<file path="config.mk">
export PLATFORM = sky130hd
export DESIGN_NAME = branch_unit_pipe_flat
export DESIGN_NICKNAME = d
export VERILOG_FILES = /design/src/rtl/branch_pkg.sv /design/src/rtl/branch_unit_pipe_if.sv /design/src/rtl/branch_stage_pipe.sv /design/src/rtl/branch_unit_pipe.sv /design/src/flat_wrapper.sv
export SDC_FILE = /design/constraint.sdc
export NUM_CORES = 1
export LEC_CHECK = 0
export ABC_AREA = 1
export CAP_MARGIN = 20
export CORE_AREA = 2 2 172 174
export CTS_CLUSTER_DIAMETER = 40
export DETAILED_ROUTE_END_ITERATION = 10
export DIE_AREA = 0 0 174 176
export PLACE_DENSITY = 0.42
export SYNTH_ARGS = -nofsm -noshare
export SYNTH_HDL_FRONTEND = slang
export SYNTH_SLANG_ARGS = --single-unit
</file>
<file path="constraint.sdc">
create_clock -name clock -period 3.3 [get_ports clock]
set_input_delay 0.66 -clock clock [delete_from_list [all_inputs] [get_ports clock]]
set_output_delay 0.66 -clock clock [all_outputs]
set_load 0.01 [all_outputs]
</file>
<file path="src/rtl/branch_pkg.sv">
// rtl/branch_pkg.sv - shared op encoding and pipeline result record for the branch unit
package branch_pkg;

    localparam int BR_PC_WIDTH       = 8;
    localparam int BR_DATA_WIDTH     = 128;
    localparam int BR_REG_ADDR_WIDTH = 7;

    typedef enum logic [3:0] {
        NOP,
        BR,
        BRA,
        BRSL,
        BRASL,
        BI,
        BISL,
        BIZ,
        BINZ,
        BIHZ,
        BIHNZ,
        BRZ,
        BRNZ,
        BRHZ,
        BRHNZ
    } br_op_t;

    typedef struct packed {
        logic                         valid;
        logic                         taken;
        logic [BR_PC_WIDTH-1:0]       target;
        logic [0:BR_DATA_WIDTH-1]     link_data;
        logic [BR_REG_ADDR_WIDTH-1:0] reg_addr;
        logic                         wr_en;
    } br_result_t;

    function automatic logic is_link(br_op_t op);
        return (op == BRSL) || (op == BRASL) || (op == BISL);
    endfunction

endpackage

</file>
<file path="src/rtl/branch_unit_pipe_if.sv">
// rtl/branch_unit_pipe_if.sv - issue and writeback bundle of the pipelined branch unit
interface branch_unit_pipe_if import branch_pkg::*; #(
   parameter int PC_WIDTH       = 8,
   parameter int DATA_WIDTH     = 128,
   parameter int REG_ADDR_WIDTH = 7,
   parameter int IMM_WIDTH      = 16
) ();
   logic                      in_valid;
   br_op_t                    op;
   logic                      initial_;
   logic [REG_ADDR_WIDTH-1:0] dest_reg_addr;
   logic [0:DATA_WIDTH-1]     src_reg_a;
   logic [0:DATA_WIDTH-1]     store_reg;
   logic [IMM_WIDTH-1:0]      imm_value;
   logic                      enable_reg_write;
   logic [PC_WIDTH-1:0]       program_counter_input;
   logic                      flush_in;

   logic                      wb_valid;
   logic [0:DATA_WIDTH-1]     wb_data;
   logic [REG_ADDR_WIDTH-1:0] wb_reg_addr;
   logic                      wb_enable_reg_write;
   logic [PC_WIDTH-1:0]       program_counter_wb;
   logic                      branch_is_taken;
   logic                      disable_branch;
   logic                      squash_active;

   modport master (
      output in_valid, op, initial_, dest_reg_addr, src_reg_a, store_reg,
             imm_value, enable_reg_write, program_counter_input, flush_in,
      input  wb_valid, wb_data, wb_reg_addr, wb_enable_reg_write,
             program_counter_wb, branch_is_taken, disable_branch, squash_active
   );

   modport slave (
      input  in_valid, op, initial_, dest_reg_addr, src_reg_a, store_reg,
             imm_value, enable_reg_write, program_counter_input, flush_in,
      output wb_valid, wb_data, wb_reg_addr, wb_enable_reg_write,
             program_counter_wb, branch_is_taken, disable_branch, squash_active
   );
endinterface

</file>
<file path="src/rtl/branch_stage_pipe.sv">
// rtl/branch_stage_pipe.sv - DEPTH-deep register chain carrying resolved branch results
module branch_stage_pipe import branch_pkg::*; #(
   parameter int DEPTH = 2
) (
   input  logic       clock,
   input  logic       reset,
   input  logic       flush,
   input  br_result_t d,
   output br_result_t q
);
   br_result_t stage [DEPTH];

   // Flush wipes whole entries so an invalid slot never leaks stale data to writeback.
   always_ff @(posedge clock or posedge reset) begin
      if (reset) begin
         for (int i = 0; i < DEPTH; i++) stage[i] <= '0;
      end else if (flush) begin
         for (int i = 0; i < DEPTH; i++) stage[i] <= '0;
      end else begin
         stage[0] <= d;
         for (int i = 1; i < DEPTH; i++) stage[i] <= stage[i-1];
      end
   end

   assign q = stage[DEPTH-1];
endmodule

</file>
<file path="src/rtl/branch_unit_pipe.sv">
// rtl/branch_unit_pipe.sv - resolves branch target/condition at issue and delivers it LATENCY cycles later
module branch_unit_pipe import branch_pkg::*; #(
   parameter int PC_WIDTH       = 8,
   parameter int DATA_WIDTH     = 128,
   parameter int REG_ADDR_WIDTH = 7,
   parameter int IMM_WIDTH      = 16,
   parameter int LATENCY        = 2,
   parameter int SHADOW         = 2
) (
   input logic               clock,
   input logic               reset,
   branch_unit_pipe_if.slave bus
);
   localparam int CNT_WIDTH = (SHADOW < 1) ? 1 : $clog2(SHADOW + 1);

   logic [PC_WIDTH-1:0]           own;
   logic [PC_WIDTH-1:0]           own_next;
   logic [PC_WIDTH-1:0]           imm_pc;
   logic [PC_WIDTH-1:0]           rel_target;
   logic [PC_WIDTH-1:0]           ind_target;
   logic [PC_WIDTH+IMM_WIDTH-1:0] imm_sext;
   logic [31:0]                   word_a;
   logic [31:0]                   word_c;
   logic [15:0]                   half_c;
   logic                          word_zero;
   logic                          half_zero;
   logic                          taken;
   logic [PC_WIDTH-1:0]           target;
   logic                          accepted;
   logic [CNT_WIDTH-1:0]          squash_cnt;
   br_result_t                    res;
   br_result_t                    stage_in;
   br_result_t                    stage_out;
   logic                          unused_bits;

   // Big-endian numbering: word 0 is the most significant 32 bits of the register.
   assign word_a    = bus.src_reg_a[0:31];
   assign word_c    = bus.store_reg[0:31];
   assign half_c    = bus.store_reg[16:31];
   assign word_zero = (word_c == 32'd0);
   assign half_zero = (half_c == 16'd0);

   assign imm_sext   = {{PC_WIDTH{bus.imm_value[IMM_WIDTH-1]}}, bus.imm_value};
   assign imm_pc     = imm_sext[PC_WIDTH-1:0];
   assign own        = bus.program_counter_input - (bus.initial_ ? PC_WIDTH'(2) : PC_WIDTH'(1));
   assign own_next   = own + PC_WIDTH'(1);
   assign rel_target = own + imm_pc;
   assign ind_target = word_a[PC_WIDTH-1:0];

   always_comb begin
      taken  = 1'b0;
      target = rel_target;
      case (bus.op)
         BR, BRSL:   taken = 1'b1;
         BRA, BRASL: begin taken = 1'b1;       target = imm_pc;     end
         BI, BISL:   begin taken = 1'b1;       target = ind_target; end
         BIZ:        begin taken = word_zero;  target = ind_target; end
         BINZ:       begin taken = !word_zero; target = ind_target; end
         BIHZ:       begin taken = half_zero;  target = ind_target; end
         BIHNZ:      begin taken = !half_zero; target = ind_target; end
         BRZ:        taken = word_zero;
         BRNZ:       taken = !word_zero;
         BRHZ:       taken = half_zero;
         BRHNZ:      taken = !half_zero;
         default:    taken = 1'b0;
      endcase
   end

   always_comb begin
      res        = '0;
      res.valid  = 1'b1;
      res.taken  = taken;
      res.target = taken ? target : '0;
      if (is_link(bus.op)) begin
         res.link_data[0:31] = {{(32-PC_WIDTH){1'b0}}, own_next};
         res.reg_addr        = bus.dest_reg_addr;
         res.wr_en           = bus.enable_reg_write;
      end
   end

   assign accepted           = bus.in_valid && !bus.flush_in && (squash_cnt == '0);
   assign stage_in           = accepted ? res : '0;
   assign bus.disable_branch = accepted && taken && bus.initial_;

   // Only an accepted taken branch opens the window; drops inside it never reload.
   always_ff @(posedge clock or posedge reset) begin
      if (reset) begin
         squash_cnt <= '0;
      end else if (bus.flush_in) begin
         squash_cnt <= '0;
      end else if (accepted && taken) begin
         squash_cnt <= CNT_WIDTH'(SHADOW);
      end else if (squash_cnt != '0) begin
         squash_cnt <= squash_cnt - CNT_WIDTH'(1);
      end
   end

   branch_stage_pipe #(.DEPTH(LATENCY)) u_stage_pipe (
      .clock (clock),
      .reset (reset),
      .flush (bus.flush_in),
      .d     (stage_in),
      .q     (stage_out)
   );

   assign bus.wb_valid            = stage_out.valid;
   assign bus.branch_is_taken     = stage_out.taken;
   assign bus.program_counter_wb  = stage_out.target;
   assign bus.wb_data             = stage_out.link_data;
   assign bus.wb_reg_addr         = stage_out.reg_addr;
   assign bus.wb_enable_reg_write = stage_out.wr_en;
   assign bus.squash_active       = (squash_cnt != '0);

   assign unused_bits = ^{bus.src_reg_a[32:DATA_WIDTH-1], word_a[31:PC_WIDTH],
                          imm_sext[PC_WIDTH+IMM_WIDTH-1:PC_WIDTH]};
endmodule

</file>
<file path="src/flat_wrapper.sv">
// flat-port wrapper written by rule: the top's interface ports become plain ports
module branch_unit_pipe_flat import branch_pkg::*;
#(
   parameter int PC_WIDTH       = 8,
   parameter int DATA_WIDTH     = 128,
   parameter int REG_ADDR_WIDTH = 7,
   parameter int IMM_WIDTH      = 16,
   parameter int LATENCY        = 2,
   parameter int SHADOW         = 2
)
  (clock, reset, bus_in_valid, bus_op, bus_initial_, bus_dest_reg_addr, bus_src_reg_a, bus_store_reg, bus_imm_value, bus_enable_reg_write, bus_program_counter_input, bus_flush_in, bus_wb_valid, bus_wb_data, bus_wb_reg_addr, bus_wb_enable_reg_write, bus_program_counter_wb, bus_branch_is_taken, bus_disable_branch, bus_squash_active);
  branch_unit_pipe_if #(.PC_WIDTH(PC_WIDTH), .DATA_WIDTH(DATA_WIDTH), .REG_ADDR_WIDTH(REG_ADDR_WIDTH), .IMM_WIDTH(IMM_WIDTH)) bus_i ();
  input logic clock;
  input logic reset;
  input wire logic [$bits(bus_i.in_valid)-1:0] bus_in_valid;
  input wire logic [$bits(bus_i.op)-1:0] bus_op;
  input wire logic [$bits(bus_i.initial_)-1:0] bus_initial_;
  input wire logic [$bits(bus_i.dest_reg_addr)-1:0] bus_dest_reg_addr;
  input wire logic [$bits(bus_i.src_reg_a)-1:0] bus_src_reg_a;
  input wire logic [$bits(bus_i.store_reg)-1:0] bus_store_reg;
  input wire logic [$bits(bus_i.imm_value)-1:0] bus_imm_value;
  input wire logic [$bits(bus_i.enable_reg_write)-1:0] bus_enable_reg_write;
  input wire logic [$bits(bus_i.program_counter_input)-1:0] bus_program_counter_input;
  input wire logic [$bits(bus_i.flush_in)-1:0] bus_flush_in;
  output wire logic [$bits(bus_i.wb_valid)-1:0] bus_wb_valid;
  output wire logic [$bits(bus_i.wb_data)-1:0] bus_wb_data;
  output wire logic [$bits(bus_i.wb_reg_addr)-1:0] bus_wb_reg_addr;
  output wire logic [$bits(bus_i.wb_enable_reg_write)-1:0] bus_wb_enable_reg_write;
  output wire logic [$bits(bus_i.program_counter_wb)-1:0] bus_program_counter_wb;
  output wire logic [$bits(bus_i.branch_is_taken)-1:0] bus_branch_is_taken;
  output wire logic [$bits(bus_i.disable_branch)-1:0] bus_disable_branch;
  output wire logic [$bits(bus_i.squash_active)-1:0] bus_squash_active;
  assign bus_i.in_valid = bus_in_valid;
  assign bus_i.op = bus_op;
  assign bus_i.initial_ = bus_initial_;
  assign bus_i.dest_reg_addr = bus_dest_reg_addr;
  assign bus_i.src_reg_a = bus_src_reg_a;
  assign bus_i.store_reg = bus_store_reg;
  assign bus_i.imm_value = bus_imm_value;
  assign bus_i.enable_reg_write = bus_enable_reg_write;
  assign bus_i.program_counter_input = bus_program_counter_input;
  assign bus_i.flush_in = bus_flush_in;
  assign bus_wb_valid = bus_i.wb_valid;
  assign bus_wb_data = bus_i.wb_data;
  assign bus_wb_reg_addr = bus_i.wb_reg_addr;
  assign bus_wb_enable_reg_write = bus_i.wb_enable_reg_write;
  assign bus_program_counter_wb = bus_i.program_counter_wb;
  assign bus_branch_is_taken = bus_i.branch_is_taken;
  assign bus_disable_branch = bus_i.disable_branch;
  assign bus_squash_active = bus_i.squash_active;
  branch_unit_pipe #(.PC_WIDTH(PC_WIDTH), .DATA_WIDTH(DATA_WIDTH), .REG_ADDR_WIDTH(REG_ADDR_WIDTH), .IMM_WIDTH(IMM_WIDTH), .LATENCY(LATENCY), .SHADOW(SHADOW)) u_core (.clock(clock), .reset(reset), .bus(bus_i));
endmodule
</file>
==> metrics.yaml <==
clockPowerShare: 0.305
utilization: 0.179
gr-total-overflow: 0
wl_per_cell_um: 9.46
synth_top_family_by_area: "buffers and inverters"
num_rows: 62
crit_buf_inv: 5
boundaryPins: 445
dpl.hpwl_mm: 8.17
yosysUniqueCellTypes: 34
firstDrtPassIters: 4
power.switching_w: 0.000540
start_kind: "primary input"
clock-sinks: 54
cts-buffers-inserted: 5
portBuffers: 100
syn2layout_area_growth_pct: 29.4
sw_frac_of_total: 0.306
reg2reg_from: "u_core.squash_cnt[0]"
max_stage_delay_ns: 0.52
postCtsSetupBuffers: 0
p_int_w: 0.00123
layout-drive-gt1-share: 0.0927
via_per_inst: 2.85
powerDensity_nw_per_um2: 346
fillers: 3243
max_slew_margin: 0.471
start_util: 0.138
path_max_fanout: 3
path_class: "primary input to flop"
ys_seq_area_frac: 0.342
htree_levels: 2
hp-class: "flop to flop"
hold_viol_final: 0
ant_nets: 0
report.final.slew_viol_count: 0
cp_data_arrival_time_ns: 3.32
p_leak_nw: 2.53
dr.first_iter.drc_count: 59
cp_cell_sequence: "clkdlybuf4s50_1, inv_1, buf_4, fa_1, inv_1, fa_1, inv_1, nand3_1, nand2_1, nand2_1, nand2_1, a21oi_1, or2_2, a21oi_1, nor2_1"
worstSetupStartpoint: "bus_initial_"
num_vias: 2815
drc: 0
routed_wl_mm: 9.36
grt_pass1_vias: 2698
peakVddDrop_mv: 0.217
synth_fa_ha_area_frac: 0.0450
synth_ff_type: "dfrtp_1"
antenna_found_initial: 2
path_clk_slew_ns: 0.07
cp-end-kind: "flop"
cts_hold_buffers: 0
yosysWarnings: 0
core_um2: 28500
synth_edf_count: 0
synth_xor_area_frac: 0.0193
synthMuxAreaShare: 0
fin_hold_ws_ns: 0.456
maxClockFrequency_mhz: 318
synth-simple-area-share: 0.197
cts.path.max_buffers: 2
final_nets: 913
rsz0062_at_grt: "false"
fp.dieArea_um2: 30600
cts-root-buf: "clkbuf_16"
min_from: "u_core.u_stage_pipe.stage[252]"
p_comb_frac: 0.294
final_design_area_no_fill_um2: 5100
grt_first_pass_wirelength_mm: 14.3
cts_tree: "done"
clock_latency_ns: 0.29
postSynthAreaPerCell_um2: 7.81
tightest_slew_ns: 0.792
grtUsageTotal: 0.0613
fin_tns_setup_ns: 0
cp_top_family: "adder cells"
p_total_w: 0.00177
die_y_um: 176
seqPwrFrac: 0.401
cap_violations: 0
grt_max_degree: 38
min_period_over_period: 0.952
clock_skew_ns: 0.00760
ys_seq_elements: 54
netlist_instances: 505
critical_path_required_ns: 3.48
synth-async-reset-ratio: 1.00
period_minus_slack_ns: 3.14
die_x_um: 174
setup_viol: 0
gp_congestion: 0.773
synth-compound-area-share: 0.0453
outcome: "finished, final reports clean"
synth_area_um2: 3950
placed_area_um2: 4930
cpMaxStageDelayCell: "fa_1"
-- final cells by class --
cell class	count	area, um2	area share
multi-input combinational	347	1680	0.328
inverter	76	292	0.0571
tap	384	480	0.0941
sequential	54	1350	0.265
timing repair buffer	119	1150	0.225
antenna	1	2.50	0.000490
clock inverter	2	16.3	0.00319
clock buffer	6	139	0.0272
-- layout by cell type, fill, tap and decap left out, types with 10 or more instances in the layout --
cell / instances
ha_1: 10
nand2_1: 61
dfrtp_1: 54
inv_1: 71
conb_1: 120
a21oi_1: 10
nor2_1: 82
clkdlybuf4s50_1: 98
nand3_1: 10
buf_4: 19
-- registers in the layout (all words and copies together) (netlist names) --
signal                     count
u_core.squash_cnt              2
u_core.u_stage_pipe.stage     26
u_core.u_stage_pipe.q         26
-- cells in the mapped netlist (2+ instances only) --
library cell | count | area, um2
nor2_1 | 83 | 312
fa_1 | 2 | 40.0
xor2_2 | 2 | 32.5
xor2_1 | 5 | 43.8
nand3_1 | 10 | 50.1
a22o_2 | 3 | 30.0
o21ai_0 | 7 | 35.0
or2_2 | 2 | 12.5
ha_1 | 11 | 138
nand4_1 | 3 | 18.8
a21oi_1 | 10 | 50.1
inv_1 | 72 | 270
o21ai_1 | 7 | 35.0
buf_4 | 143 | 1070
clkbuf_1 | 3 | 11.3
nor2_2 | 5 | 31.3
nor3_1 | 3 | 15.0
inv_2 | 2 | 7.51
nand3_2 | 4 | 40.0
nand2_1 | 61 | 229
dfrtp_1 | 54 | 1350
-- logic make-up (layout without fill, tap and decap cells) --
kind of cell	after synthesis	in the layout
buffers and inverters	223	203
AND/OR/NAND/NOR	178	178
flip-flops	54	54
AO/OA/AOI/OAI	29	29
adder cells (fa/ha/maj)	13	13
XOR/XNOR	7	7
other	1	121
-- power groups by stage --
stage	Clock (W)	Combinational (W)	Sequential (W)
final	0.000538	0.000519	0.000708
after detailed placement	0	0.000522	0.000721
after global routing	0.000586	0.000595	0.000712
after global placement	0	0.000521	0.000720
after floorplan	0	0.000409	0.000718
after CTS	0.000561	0.000524	0.000708
-- per-stage QoR --
step | setup WS, ns | instances
2_1_floorplan | 0.427 | 624
3_3_place_gp | -0.137 | 980
3_5_place_dp | -0.131 | 980
4_1_cts | 0.0425 | 988
5_1_grt | 0.00603 | 989
6_report | 0.158 | 989
-- final timing paths --
check	endpoint	slack (ns)	cells past startpoint
worst max-delay path	u_core.u_stage_pipe.stage[288]	0.16	15
worst min-delay path	u_core.u_stage_pipe.q[106]	0.46	2
worst max register to register	u_core.u_stage_pipe.stage[256]	1.21	10
worst min register to register	u_core.u_stage_pipe.q[106]	0.46	2
max in group asynchronous	u_core.u_stage_pipe.q[3]	1.72	3
min in group asynchronous	u_core.u_stage_pipe.stage[291]	0.93	2
-- worst min-delay path, delay by kind of cell (launching register included) --
family                 cells  cell delay [ns]
buffers and inverters      1             0.03
and+or+nand+nor            1             0.06
DFF                        1             0.32
-- repair_timing --
action                                 CTS  global route
setup endpoints to repair                0             2
gates resized for setup                  0             4
endpoints found under the hold margin    0             0
-- per-layer routing --
metal	wire, um	vias up	global-route usage
li1	-	1443	-
met1	3610	1244	0.0667
met2	4760	121	0.113
met3	811	7	0.0185
met4	176	0	0.0217
met5	0	-	0
Note: power is estimated with default switching activity, not from simulation.
